$ cat config.mk
export PLATFORM = sky130hd
export DESIGN_NAME = instr_encoder
export DESIGN_NICKNAME = d
export VERILOG_FILES = /design/src/rtl/riscv_pkg.sv /design/src/rtl/instr_pack.sv /design/src/rtl/instr_encoder.sv
export SDC_FILE = /design/constraint.sdc
export NUM_CORES = 1
export LEC_CHECK = 0
export ABC_CLOCK_PERIOD_IN_PS = 2300
export CAP_MARGIN = 20
export CORE_ASPECT_RATIO = 0.7
export CORE_MARGIN = 2
export CORE_UTILIZATION = 48
export CTS_CLUSTER_DIAMETER = 30
export DETAILED_ROUTE_END_ITERATION = 7
export GPL_ROUTABILITY_DRIVEN = 0
export PLACE_DENSITY = 0.81
export REMOVE_ABC_BUFFERS = 1
export SLEW_MARGIN = 20
export SYNTH_ARGS = -nofsm -noshare
export SYNTH_HDL_FRONTEND = slang
export SYNTH_SLANG_ARGS = --single-unit
$ cat constraint.sdc
create_clock -name clk -period 2.3 [get_ports clk]
set_input_delay 0.23 -clock clk [delete_from_list [all_inputs] [get_ports clk]]
set_output_delay 0.23 -clock clk [all_outputs]
set_load 0.03 [all_outputs]
$ cat src/rtl/riscv_pkg.sv
// Shared RV32I encoding types: instruction formats, opcodes, encoder states
// and the decoded-field tuple consumed by the packer.
package riscv_pkg;

  typedef enum logic [2:0] {
    FMT_R = 3'd0,
    FMT_I = 3'd1,
    FMT_S = 3'd2,
    FMT_B = 3'd3,
    FMT_U = 3'd4,
    FMT_J = 3'd5
  } fmt_e;

  localparam logic [6:0] OP_R     = 7'b0110011;
  localparam logic [6:0] OP_I     = 7'b0010011;
  localparam logic [6:0] OP_LOAD  = 7'b0000011;
  localparam logic [6:0] OP_S     = 7'b0100011;
  localparam logic [6:0] OP_B     = 7'b1100011;
  localparam logic [6:0] OP_JAL   = 7'b1101111;
  localparam logic [6:0] OP_JALR  = 7'b1100111;
  localparam logic [6:0] OP_LUI   = 7'b0110111;
  localparam logic [6:0] OP_AUIPC = 7'b0010111;

  typedef enum logic [1:0] {
    ST_IDLE = 2'd0,
    ST_LOAD = 2'd1,
    ST_DONE = 2'd2
  } enc_state_e;

  typedef struct packed {
    logic [2:0]  fmt;
    logic [6:0]  opcode;
    logic [4:0]  rd;
    logic [4:0]  rs1;
    logic [4:0]  rs2;
    logic [2:0]  funct3;
    logic        funct7b5;
    logic [31:0] imm;
  } instr_fields_t;

endpackage

$ cat src/rtl/instr_pack.sv
// Combinational RV32I field packer: one field tuple in, one instruction word
// out, plus flags for an illegal format and a misaligned branch/jump offset.
module instr_pack
  import riscv_pkg::*;
(
  input  instr_fields_t f,
  output logic [31:0]   word,
  output logic          illegal,
  output logic          misalign
);

  logic is_shift_imm;
  assign is_shift_imm = (f.opcode == OP_I) && ((f.funct3 == 3'b001) || (f.funct3 == 3'b101));

  always_comb begin
    word     = '0;
    illegal  = 1'b0;
    misalign = 1'b0;
    case (f.fmt)
      FMT_R: word = {1'b0, f.funct7b5, 5'b0, f.rs2, f.rs1, f.funct3, f.rd, f.opcode};
      FMT_I: begin
        // shift-immediates carry shamt in [24:20] and the sra selector in bit 30
        if (is_shift_imm)
          word = {1'b0, f.funct7b5, 5'b0, f.imm[4:0], f.rs1, f.funct3, f.rd, f.opcode};
        else
          word = {f.imm[11:0], f.rs1, f.funct3, f.rd, f.opcode};
      end
      FMT_S: word = {f.imm[11:5], f.rs2, f.rs1, f.funct3, f.imm[4:0], f.opcode};
      FMT_B: begin
        word     = {f.imm[12], f.imm[10:5], f.rs2, f.rs1, f.funct3, f.imm[4:1], f.imm[11], f.opcode};
        misalign = f.imm[0];
      end
      FMT_U: word = {f.imm[31:12], f.rd, f.opcode};
      FMT_J: begin
        word     = {f.imm[20], f.imm[10:1], f.imm[11], f.imm[19:12], f.rd, f.opcode};
        misalign = f.imm[0];
      end
      default: illegal = 1'b1;
    endcase
  end

endmodule

$ cat src/rtl/instr_encoder.sv
// Program-load encoder: accepts field tuples over valid/ready, packs them and
// writes consecutive words into instruction memory through a registered port.
module instr_encoder
  import riscv_pkg::*;
#(
  parameter int ADDRESS_WIDTH = 32,
  parameter int DEPTH_WORDS   = 1024
) (
  input  logic                     clk,
  input  logic                     rst_n,
  input  logic                     start,
  input  logic [ADDRESS_WIDTH-1:0] base_addr,
  input  logic                     in_valid,
  output logic                     in_ready,
  input  logic                     in_last,
  input  logic [2:0]               fmt,
  input  logic [6:0]               opcode,
  input  logic [4:0]               rd,
  input  logic [4:0]               rs1,
  input  logic [4:0]               rs2,
  input  logic [2:0]               funct3,
  input  logic                     funct7b5,
  input  logic [31:0]              imm,
  output logic                     wr_en,
  output logic [ADDRESS_WIDTH-1:0] wr_addr,
  output logic [31:0]              wr_data,
  output logic                     busy,
  output logic                     done,
  output logic                     err_fmt,
  output logic                     err_align,
  output logic                     err_ovf
);

  localparam int                CW      = $clog2(DEPTH_WORDS + 1);
  localparam logic [CW-1:0]     DEPTH_C = CW'(DEPTH_WORDS);
  localparam logic [ADDRESS_WIDTH-1:0] WORD_STEP = ADDRESS_WIDTH'(4);

  enc_state_e               state_q, state_d;
  logic [CW-1:0]            count_q, count_d;
  logic [ADDRESS_WIDTH-1:0] addr_q, addr_d;
  logic                     wr_en_q, wr_en_d;
  logic [ADDRESS_WIDTH-1:0] wr_addr_q, wr_addr_d;
  logic [31:0]              wr_data_q, wr_data_d;
  logic                     err_fmt_q, err_fmt_d;
  logic                     err_align_q, err_align_d;
  logic                     err_ovf_q, err_ovf_d;

  instr_fields_t fields;
  logic [31:0]   word;
  logic          illegal, misalign, xfer;

  assign fields = '{fmt: fmt, opcode: opcode, rd: rd, rs1: rs1, rs2: rs2,
                    funct3: funct3, funct7b5: funct7b5, imm: imm};

  instr_pack u_pack (
    .f        (fields),
    .word     (word),
    .illegal  (illegal),
    .misalign (misalign)
  );

  assign in_ready = (state_q == ST_LOAD) && (count_q < DEPTH_C);
  assign xfer     = in_valid && in_ready;

  always_comb begin
    state_d     = state_q;
    count_d     = count_q;
    addr_d      = addr_q;
    wr_en_d     = 1'b0;
    wr_addr_d   = wr_addr_q;
    wr_data_d   = wr_data_q;
    err_fmt_d   = err_fmt_q;
    err_align_d = err_align_q;
    err_ovf_d   = err_ovf_q;
    case (state_q)
      ST_IDLE: begin
        if (start) begin
          addr_d      = base_addr & ~ADDRESS_WIDTH'(3);
          count_d     = '0;
          err_fmt_d   = 1'b0;
          err_align_d = 1'b0;
          err_ovf_d   = 1'b0;
          state_d     = ST_LOAD;
        end
      end
      ST_LOAD: begin
        if (xfer) begin
          // rejected tuples still complete the handshake but leave no hole
          if (illegal)       err_fmt_d   = 1'b1;
          else if (misalign) err_align_d = 1'b1;
          else begin
            wr_en_d   = 1'b1;
            wr_addr_d = addr_q;
            wr_data_d = word;
            addr_d    = addr_q + WORD_STEP;
            count_d   = count_q + 1'b1;
          end
          if (in_last) state_d = ST_DONE;
          else if (count_d == DEPTH_C) begin
            state_d   = ST_DONE;
            err_ovf_d = 1'b1;
          end
        end
      end
      ST_DONE: state_d = ST_IDLE;
      default: state_d = ST_IDLE;
    endcase
  end

  always_ff @(posedge clk or negedge rst_n) begin
    if (!rst_n) begin
      state_q     <= ST_IDLE;
      count_q     <= '0;
      addr_q      <= '0;
      wr_en_q     <= 1'b0;
      wr_addr_q   <= '0;
      wr_data_q   <= '0;
      err_fmt_q   <= 1'b0;
      err_align_q <= 1'b0;
      err_ovf_q   <= 1'b0;
    end else begin
      state_q     <= state_d;
      count_q     <= count_d;
      addr_q      <= addr_d;
      wr_en_q     <= wr_en_d;
      wr_addr_q   <= wr_addr_d;
      wr_data_q   <= wr_data_d;
      err_fmt_q   <= err_fmt_d;
      err_align_q <= err_align_d;
      err_ovf_q   <= err_ovf_d;
    end
  end

  assign wr_en     = wr_en_q;
  assign wr_addr   = wr_addr_q;
  assign wr_data   = wr_data_q;
  assign busy      = (state_q != ST_IDLE);
  assign done      = (state_q == ST_DONE);
  assign err_fmt   = err_fmt_q;
  assign err_align = err_align_q;
  assign err_ovf   = err_ovf_q;

endmodule

After elaboration in Yosys (flattened, before gate mapping) --
Index checks and enable logic that the tools add are counted.
Word-level totals: output and inout port bits 71, register bits after elaboration 113, word-level logic and storage cells 86
Operators by class: multiplexer cells 36, bitwise logic cells 1, add/subtract/negate cells 2, eq/ne operators 20, order comparisons 1, reductions and logical operators 17
Operators with widths (count):
- one-hot mux 32 bit (6 select lines) | 1
- two-way mux 32 bit | 5
- two-way mux 11 bit | 6
- one-hot mux 32 bit (2 select lines) | 1
- adder 32 x 3 -> 32 bit (second input constant) | 1
- one-hot mux 11 bit (2 select lines) | 1
- AND reduction 5 bit | 3
- two-way mux 1 bit | 14
- inequality test 2 bit (second input constant) | 7
- adder 11 x 1 -> 11 bit (second input constant) | 1
- equality test 11 bit (second input constant) | 1
- less-than comparator 11 bit (second input constant) | 1
- equality test 3 bit (second input constant) | 3
- two-way mux 2 bit | 4
- AND reduction 4 bit | 2
- equality test 7 x 5 -> 1 bit (second input constant) | 1
- equality test 3 x 1 -> 1 bit (second input constant) | 2
- equality test 3 x 2 -> 1 bit (second input constant) | 2
- one-hot mux 1 bit (2 select lines) | 3
- AND reduction 3 bit | 2
- OR reduction 6 bit | 1
- one-hot mux 2 bit (2 select lines) | 1
- nonzero test 2 bit | 2
- logical AND 1 bit | 3
- 9 further kinds | 9

Longest topological paths before layout --
Gate-level depths: netlist of run 1.
depth after elaboration 12, mapped depth 8

By module --
Synthesis of run 1 repeated with hierarchy kept, for this count alone.
Unflattened totals: cell total of the unflattened synthesis 730, area, all modules 5928.2 um^2
Modules (own cells, without submodules):
- instr_encoder | area each 5246.3 um^2, instances 1, cells each 614
- instr_pack | area each 681.9 um^2, instances 1, cells each 116

Worst setup path after synthesis of run 1 --
No wires, ideal clock.
kind register to register, from register state_q[0], to register wr_data_q[0] (netlist: wr_data[0]), data required time 2.175 ns, slack 0.400 ns, stages on the path, launching flop included 8, path buffers 3, setup time 0.125 ns, arrival time 1.775 ns, cells stage by stage dfrtp_1 -> clkbuf_1 -> nor2b_1 -> buf_2 -> nand2_2 -> nor2_2 -> buf_2 -> mux2_2
On the way: word-level cells in the longest chain between the ends 4
Ends and longest elaborated chain:
- from (decl) | line instr_encoder.sv:38 | enc_state_e state_q, state_d;
- from (signal assigned) | line instr_encoder.sv:122 | state_q <= state_d;
- equality test 2 x 1 -> 1 bit (*) | line instr_encoder.sv:62, instr_encoder.sv:75
- logical AND 1 bit | line instr_encoder.sv:62 | assign in_ready = (state_q == ST_LOAD) && (count_q < DEPTH_C);
- logical AND 1 bit | line instr_encoder.sv:63 | assign xfer = in_valid && in_ready;
- AND reduction 4 bit (no line) (*)
- to (signal assigned) | line instr_encoder.sv:127 | wr_data_q <= wr_data_d;
- to (decl) | line instr_encoder.sv:43 | logic [31:0] wr_data_q, wr_data_d;
Every way passes the cells marked *; elsewhere a longest branch is shown, timed or not. A chain may end at the register's enable or synchronous reset.

Worst setup path after layout of run 1 --
from register addr_q[2], to register addr_q[26]
On the way: word-level cells in the longest chain between the ends 5
Ends and longest elaborated chain:
- from (decl) | line instr_encoder.sv:40 | logic [ADDRESS_WIDTH-1:0] addr_q, addr_d;
- from (signal assigned) | line instr_encoder.sv:124 | addr_q <= addr_d;
- adder 32 x 3 -> 32 bit | line instr_encoder.sv:95 | addr_d = addr_q + WORD_STEP;
- two-way mux 32 bit | line instr_encoder.sv:90 | else if (misalign) err_align_d = 1'b1;
- two-way mux 32 bit | line instr_encoder.sv:89 | if (illegal) err_fmt_d = 1'b1;
- two-way mux 32 bit | line instr_encoder.sv:87 | if (xfer) begin
- one-hot mux 32 bit (2 select lines) | line instr_encoder.sv:75 | case (state_q)
Every way passes these cells. The select of a mux whose other input is x is not followed.

==> results.yml, run 1 <==
yosys:
  synth_cell_type_count: 68
  netlist_area_um2: 5670
  synthCells: 590
  synth_edf_count: 0
  syn_area_per_cell_um2: 9.62
  seq_area_frac_synth_pct: 48.1
  yosysWarnings: 0
  async_flop_share_pct: 100
  ys.flop_type: "dfrtp_1"
  synth-seq-cells: 109
critical_path:
  path_cells: "ha_1, nand3_1, nor2_1, and4_1, nand4_1, a21oi_1, a2bb2oi_1"
  r2r_start: "addr_q[2]"
  crit_path_max_incr_delay_ns: 0.42
  required_ns: 2.56
  slowest_stage: "dfrtp_1"
  path_max_fanout: 6
  worstSetupPathType: "reg -> reg"
  arrival_ns: 2.31
  regToRegSetupSlack_ns: 0.25
  worstSetupStartpointType: "flop"
  reg2reg_depth: 7
  endpoint_kind: "flop"
  rr_endpoint: "addr_q[26]"
detailed_routing:
  routed_via_density: 5.71
  routed_wl_mm: 15.7
  drtIter0Drc: 309
  dr.pass1.iters: 5
  drc_errors: 0
  antenna_left: 0
  post_drt_wl_per_cell_um: 17.0
  dr_total_vias: 5255
global_route:
  grt_use_total_pct: 25.1
  antenna_found_initial: 0
  grt_max_degree: 60
  grt-ovfl-total: 0
  grt_pass1_wl_mm: 25.3
  grt_pass1_vias: 5125
power_and_ir_drop:
  p_leak_uw: 0.00321
  peakVddDrop_v: 0.000827
  powerDensity_nw_per_um2: 1120
worst_hold_path:
  hp-class: "in -> async"
die:
  io_pins: 169
  dieArea_um2: 12700
  core_area_um2: 11600
  fp.dieW_um: 134
  die_y_um: 95.0
  rows: 33
  initial_core_util_pct: 48.9
cts:
  cts_inserted_buffers: 9
  clk_latency_ns: 0.35
  holdBufCountCts: 1
  cts_tree: "yes"
  cts_setup_buffers: 0
  htree_levels: 3
  cts.sinks: 109
  clockBufferDepth: 2
  clockRootBuffer: "clkbuf_16"
  clkTransAtPathRegs_ns: 0.07
  cts.repair.resized: 0
job:
  max_cap_viol_count: 0
layout:
  layout.cells.non_filler: 921
  final_layout_size_suffix_gt1_share_pct: 14.1
  fin_util_pct: 68.6
  n_antenna_cell: 0
  syn_to_final_growth_pct: 40.3
  nets: 859
  nFillCells: 848
sta:
  finalCritPeriodShare_pct: 89.1
  hold-worst-slack_ns: 0.359
  fin_ws_ns: 0.252
  setup_viol: 0
  fmax_mhz: 488
  layout_min_cycle_time_ns: 2.05
  relSlewSlack_pct: 64.2
  finalHoldViolCount: 0
  rsz0062_at_grt: "false"
  max_slew.worst_pin.slew_ns: 0.537
  slew_viol_final: 0
  skew_ns: 0.00588
place:
  io_buffers: 164
  pre_cts_ws_ns: -0.0752
  dpl.hpwl_mm: 11.4
  place_inst: 904
outcome:
  status: "completed"
## cell families (layout without fill, tap and decap cells)
logic type,Yosys count,count (layout),share of synthesized area [%]
other cells,1,2,0.0661
simple gates,177,177,15.3
xor+xnor,2,2,0.309
buf+inv,49,222,4.06
mux,46,46,9.00
flops,109,109,48.1
fa+ha+maj,2,2,0.441
compound gates,204,204,22.7
## worst max path at each step
stage / end / start / slack, ns / cells after the start
finish: addr_q[26] / addr_q[2] / 0.25 / 7
global route: state_q[0] / count_q[2] / 0.08 / 6
CTS: in_ready / state_q[1] / 0.24 / 3
detailed placement: state_q[0] / fmt[1] / -0.08 / 9
global placement: state_q[0] / fmt[1] / -0.03 / 7
floorplan: wr_addr[10] / state_q[0] / -3.31 / 4
## synth_stat cells (all sizes together) (4+ instances only)
library cell    n  area share (%)
mux2           40             7.9
o31ai           6            0.79
a21oi          92             8.4
and2            4            0.44
and3            7            0.77
mux2i           6             1.1
nand3          16             1.4
o21ai          26             2.3
nand2          35             2.4
a21o            4            0.55
inv             7            0.46
a2bb2oi        13             2.0
o22ai          16             1.8
nand2b          6            0.66
dfrtp         109              48
nor2b          20             2.2
buf            13             1.2
clkbuf         29             2.4
nor2           63             4.2
a31oi           8            0.99
a22oi          12             1.6
nor3            5            0.44
nand4           5            0.55
## final cells by class
class	instances	area, µm²	area share (%)
Clock buffer	10	239	3.00
Multi-Input combinational cell	433	2740	34.4
Inverter	7	26.3	0.330
Sequential cell	109	2730	34.3
Clock inverter	6	70.1	0.880
Tap cell	157	196	2.47
Timing Repair Buffer	199	1970	24.7
## where the power goes
| group | internal (µW) | switching, µW |
|---|---|---|
| Combinational | 1860 | 2180 |
| Clock | 883 | 713 |
| Sequential | 2670 | 643 |
## sequential cells by signal, indices dropped and copies added (netlist names)
signal	count
err_ovf	1
addr_q	30
wr_addr	30
err_align	1
state_q	2
wr_en	1
err_fmt	1
count_q	11
wr_data	32
## critical path: cells and delay by family (launching register included)
kind / cells / cell delay (ns)
simple gates: 4 / 0.94
flops: 1 / 0.42
compound gates: 2 / 0.39
fa+ha+maj: 1 / 0.21
## routing by layer
layer  vias to the layer above  share of wire (%)  routed length [µm]  global-route usage, %
li1                       2500                  -                   -                      -
met5                         -                  0                   0                      0
met4                         0               0.80                 126                   5.94
met2                       202                 47                7410                   41.8
met1                      2537                 44                6830                   33.2
met3                        16                8.4                1320                   6.60
## metrics by stage
step / instance area, µm² / setup TNS [ns] / power [µW]
after detailed placement: 7640 / -0.110 / 7370
after CTS: 7960 / 0 / 9000
after floorplan: 5470 / -242.16 / 5540
after global placement: 7640 / -0.0300 / 7220
after global routing: 7960 / 0 / 9470
final: 7960 / 0 / 8950
## layout by cell type, fill, tap and decap left out, types with 12 or more instances in the layout
cell / synthesis / layout
a21oi_1: 89 / 88
a22oi_1: 12 / 12
a2bb2oi_1: 13 / 13
buf_4: 3 / 30
clkdlybuf4s50_1: 0 / 163
dfrtp_1: 109 / 109
mux2_2: 40 / 40
nand2_1: 34 / 34
nand3_1: 16 / 16
nor2_1: 62 / 62
nor2b_1: 20 / 19
o21ai_0: 25 / 25
o22ai_1: 16 / 16
(Power assumes the default switching activity.)
==> run 2, diff against run 1 <==
Settings changed: PLACE_DENSITY 0.81 to 0.8, SYNTH_HIERARCHICAL set to 1.
==> results.yml, run 2 <==
global_route:
  grt_use_total_pct: 26.1
  grt_max_degree: 59
  grt_pass1_vias: 5667
  antenna_found_initial: 0
  grt_pass1_wl_mm: 27.9
  grt-ovfl-total: 0
die:
  fp.dieW_um: 137
  dieArea_um2: 13300
  io_pins: 169
  rows: 33
  initial_core_util_pct: 49.9
  core_area_um2: 11900
  die_y_um: 97.0
yosys:
  synth-seq-cells: 109
  synthCells: 730
  async_flop_share_pct: 100
  seq_area_frac_synth_pct: 46.0
  ys.flop_type: "dfrtp_1"
  yosys.cell_count.top_type: "nand2_1"
  yosys-top-cells-area: "dfrtp_1 46%, nand2_1 15%, a21oi_1 3.3%, o21ai_1 3.0%, nor2_1 2.0%"
  synth_edf_count: 0
  syn_area_per_cell_um2: 8.12
  synth_top_area_share_pct: 46.0
  yosys.area.top_type: "dfrtp_1"
  yosys-top-cells-count: "237 x nand2_1, 109 x dfrtp_1, 39 x a21oi_1, 35 x o21ai_1, 32 x nor2_1"
  synth_cell_type_count: 67
  yosysWarnings: 6
  netlist_area_um2: 5930
sta:
  setup_viol: 0
  relSlewSlack_pct: 55.3
  skew_ns: 0.00495
  fin_setup_tns_ns: 0
  hold-worst-slack_ns: 0.423
  fmax_mhz: 465
  finalCritPeriodShare_pct: 93.6
  finalHoldViolCount: 0
  layout_min_cycle_time_ns: 2.15
  slew_viol_final: 0
  rsz0062_at_grt: "false"
  max_slew.worst_pin.slew_ns: 0.671
layout:
  seqCellArea_um2: 2730
  final_layout_size_suffix_gt1_share_pct: 9.26
  final_area_um2: 8330
  nFillCells: 926
  final_common_cell: "nand2_1"
  nets: 1002
  syn_to_final_growth_pct: 40.5
  fin_util_pct: 70.0
  n_antenna_cell: 0
  layout_common_cells: "237 x nand2_1, 161 x clkdlybuf4s50_1, 109 x dfrtp_1, 39 x buf_4, 37 x a21oi_1"
  largest_register_ff_count: 32
  multi_input_area_um2: 2960
detailed_routing:
  post_drt_wl_per_cell_um: 16.1
  antenna_left: 0
  dr.pass1.iters: 5
  drtIter0Drc: 555
  drc_errors: 0
  dr_total_vias: 5973
  routed_via_density: 5.61
  routed_wl_mm: 17.1
critical_path:
  endpoint_kind: "flop"
  path_cells: "clkdlybuf4s50_1, nand2b_4, a21oi_2, or3b_1, nor3_4, mux2i_1, o2111ai_2, o31ai_1"
  arrival_ns: 2.42
  worstSetupStartpointType: "input pin"
  slowest_stage: "clkdlybuf4s50_1"
  crit_path_max_incr_delay_ns: 0.57
  path_max_fanout: 4
  worstSetupPathType: "in -> reg"
  required_ns: 2.56
cts:
  clockRootBuffer: "clkbuf_16"
  cts_tree: "yes"
  cts_inserted_buffers: 9
  clk_latency_ns: 0.35
  clkTransAtPathRegs_ns: 0.07
  cts.sinks: 109
  clockBufferDepth: 2
  htree_levels: 3
outcome:
  status: "completed"
power_and_ir_drop:
  powerDensity_nw_per_um2: 1250
  peakVddDrop_v: 0.000641
  p_leak_uw: 0.00378
  power.total_uw: 10400
place:
  placed_area_um2: 7920
  io_buffers: 164
  dpl.hpwl_mm: 12.5
job:
  max_cap_viol_count: 0
worst_hold_path:
  hp-class: "in -> reg"
[run 2: final cells by class]
type | count | share of cell area, %
clock buffer | 10 | 2.87
timing repair buffer | 207 | 24.3
clock inverter | 6 | 1.13
inverter | 23 | 1.04
multi-input combinational | 552 | 35.5
sequential | 109 | 32.8
tap | 157 | 2.36
[run 2: power breakdown]
| group | internal, µW | switching, µW | leakage, µW |
|---|---|---|---|
| sequential | 2750 | 710 | 0.00135 |
| combinational | 2150 | 3070 | 0.00227 |
| clock | 994 | 727 | 0.000160 |
| total | 5900 | 4500 | 0.00378 |
[run 2: kinds of logic after synthesis]
| family | count (synthesis) | share of synthesized area [%] |
|---|---|---|
| DFF | 109 | 46.0 |
| adders and majority gates | 2 | 0.422 |
| buffers and inverters | 70 | 5.17 |
| AOI/OAI and AO/OA | 164 | 17.2 |
| and+or+nand+nor | 370 | 28.7 |
| xor gates and xnor gates | 2 | 0.296 |
| muxes | 12 | 2.07 |
| other | 1 | 0.0633 |
[run 2: metal layers]
| metal | track usage (%) | wire [µm] | vias up |
|---|---|---|---|
| met3 | 4.09 | 1010 | 32 |
| met2 | 40.1 | 7910 | 232 |
| met1 | 38.2 | 7880 | 2855 |
| li1 | - | - | 2854 |
| met4 | 7.61 | 348 | 0 |
| met5 | 0 | 0 | - |
[run 2: path summary, 6_finish.rpt]
path	to	startpoint	cells past startpoint	slack, ns
max	err_ovf	fmt[2]	8	0.15
min in group asynchronous	wr_data[2]	rst_n	2	0.46
min	wr_data[7]	fmt[1]	5	0.42
max reg2reg	err_ovf	count_q[1]	6	0.25
max in group asynchronous	addr_q[12]	rst_n	3	1.20
min reg2reg	wr_addr[25]	wr_addr[25]	2	0.47
[run 2: timing repair]
action | in CTS | in global routing
hold endpoints to repair | 49 | 0
gates resized for setup | 0 | 9
setup endpoints to repair | 0 | 6
buffers inserted | 0 | 2
hold buffers | 1 | 0
[run 2: worst max-delay path: cells and delay by family]
family                 cells  cell delay, ns
and+or+nand+nor            3            0.89
buffers and inverters      1            0.57
AOI/OAI and AO/OA          3            0.47
muxes                      1            0.24
[run 2: through the flow]
step	instances	setup WS [ns]
floorplan	684	-2.43
global placement	1045	-0.220
detailed placement	1045	-0.378
CTS	1062	0.00709
global route	1064	0.0302
finish	1064	0.148
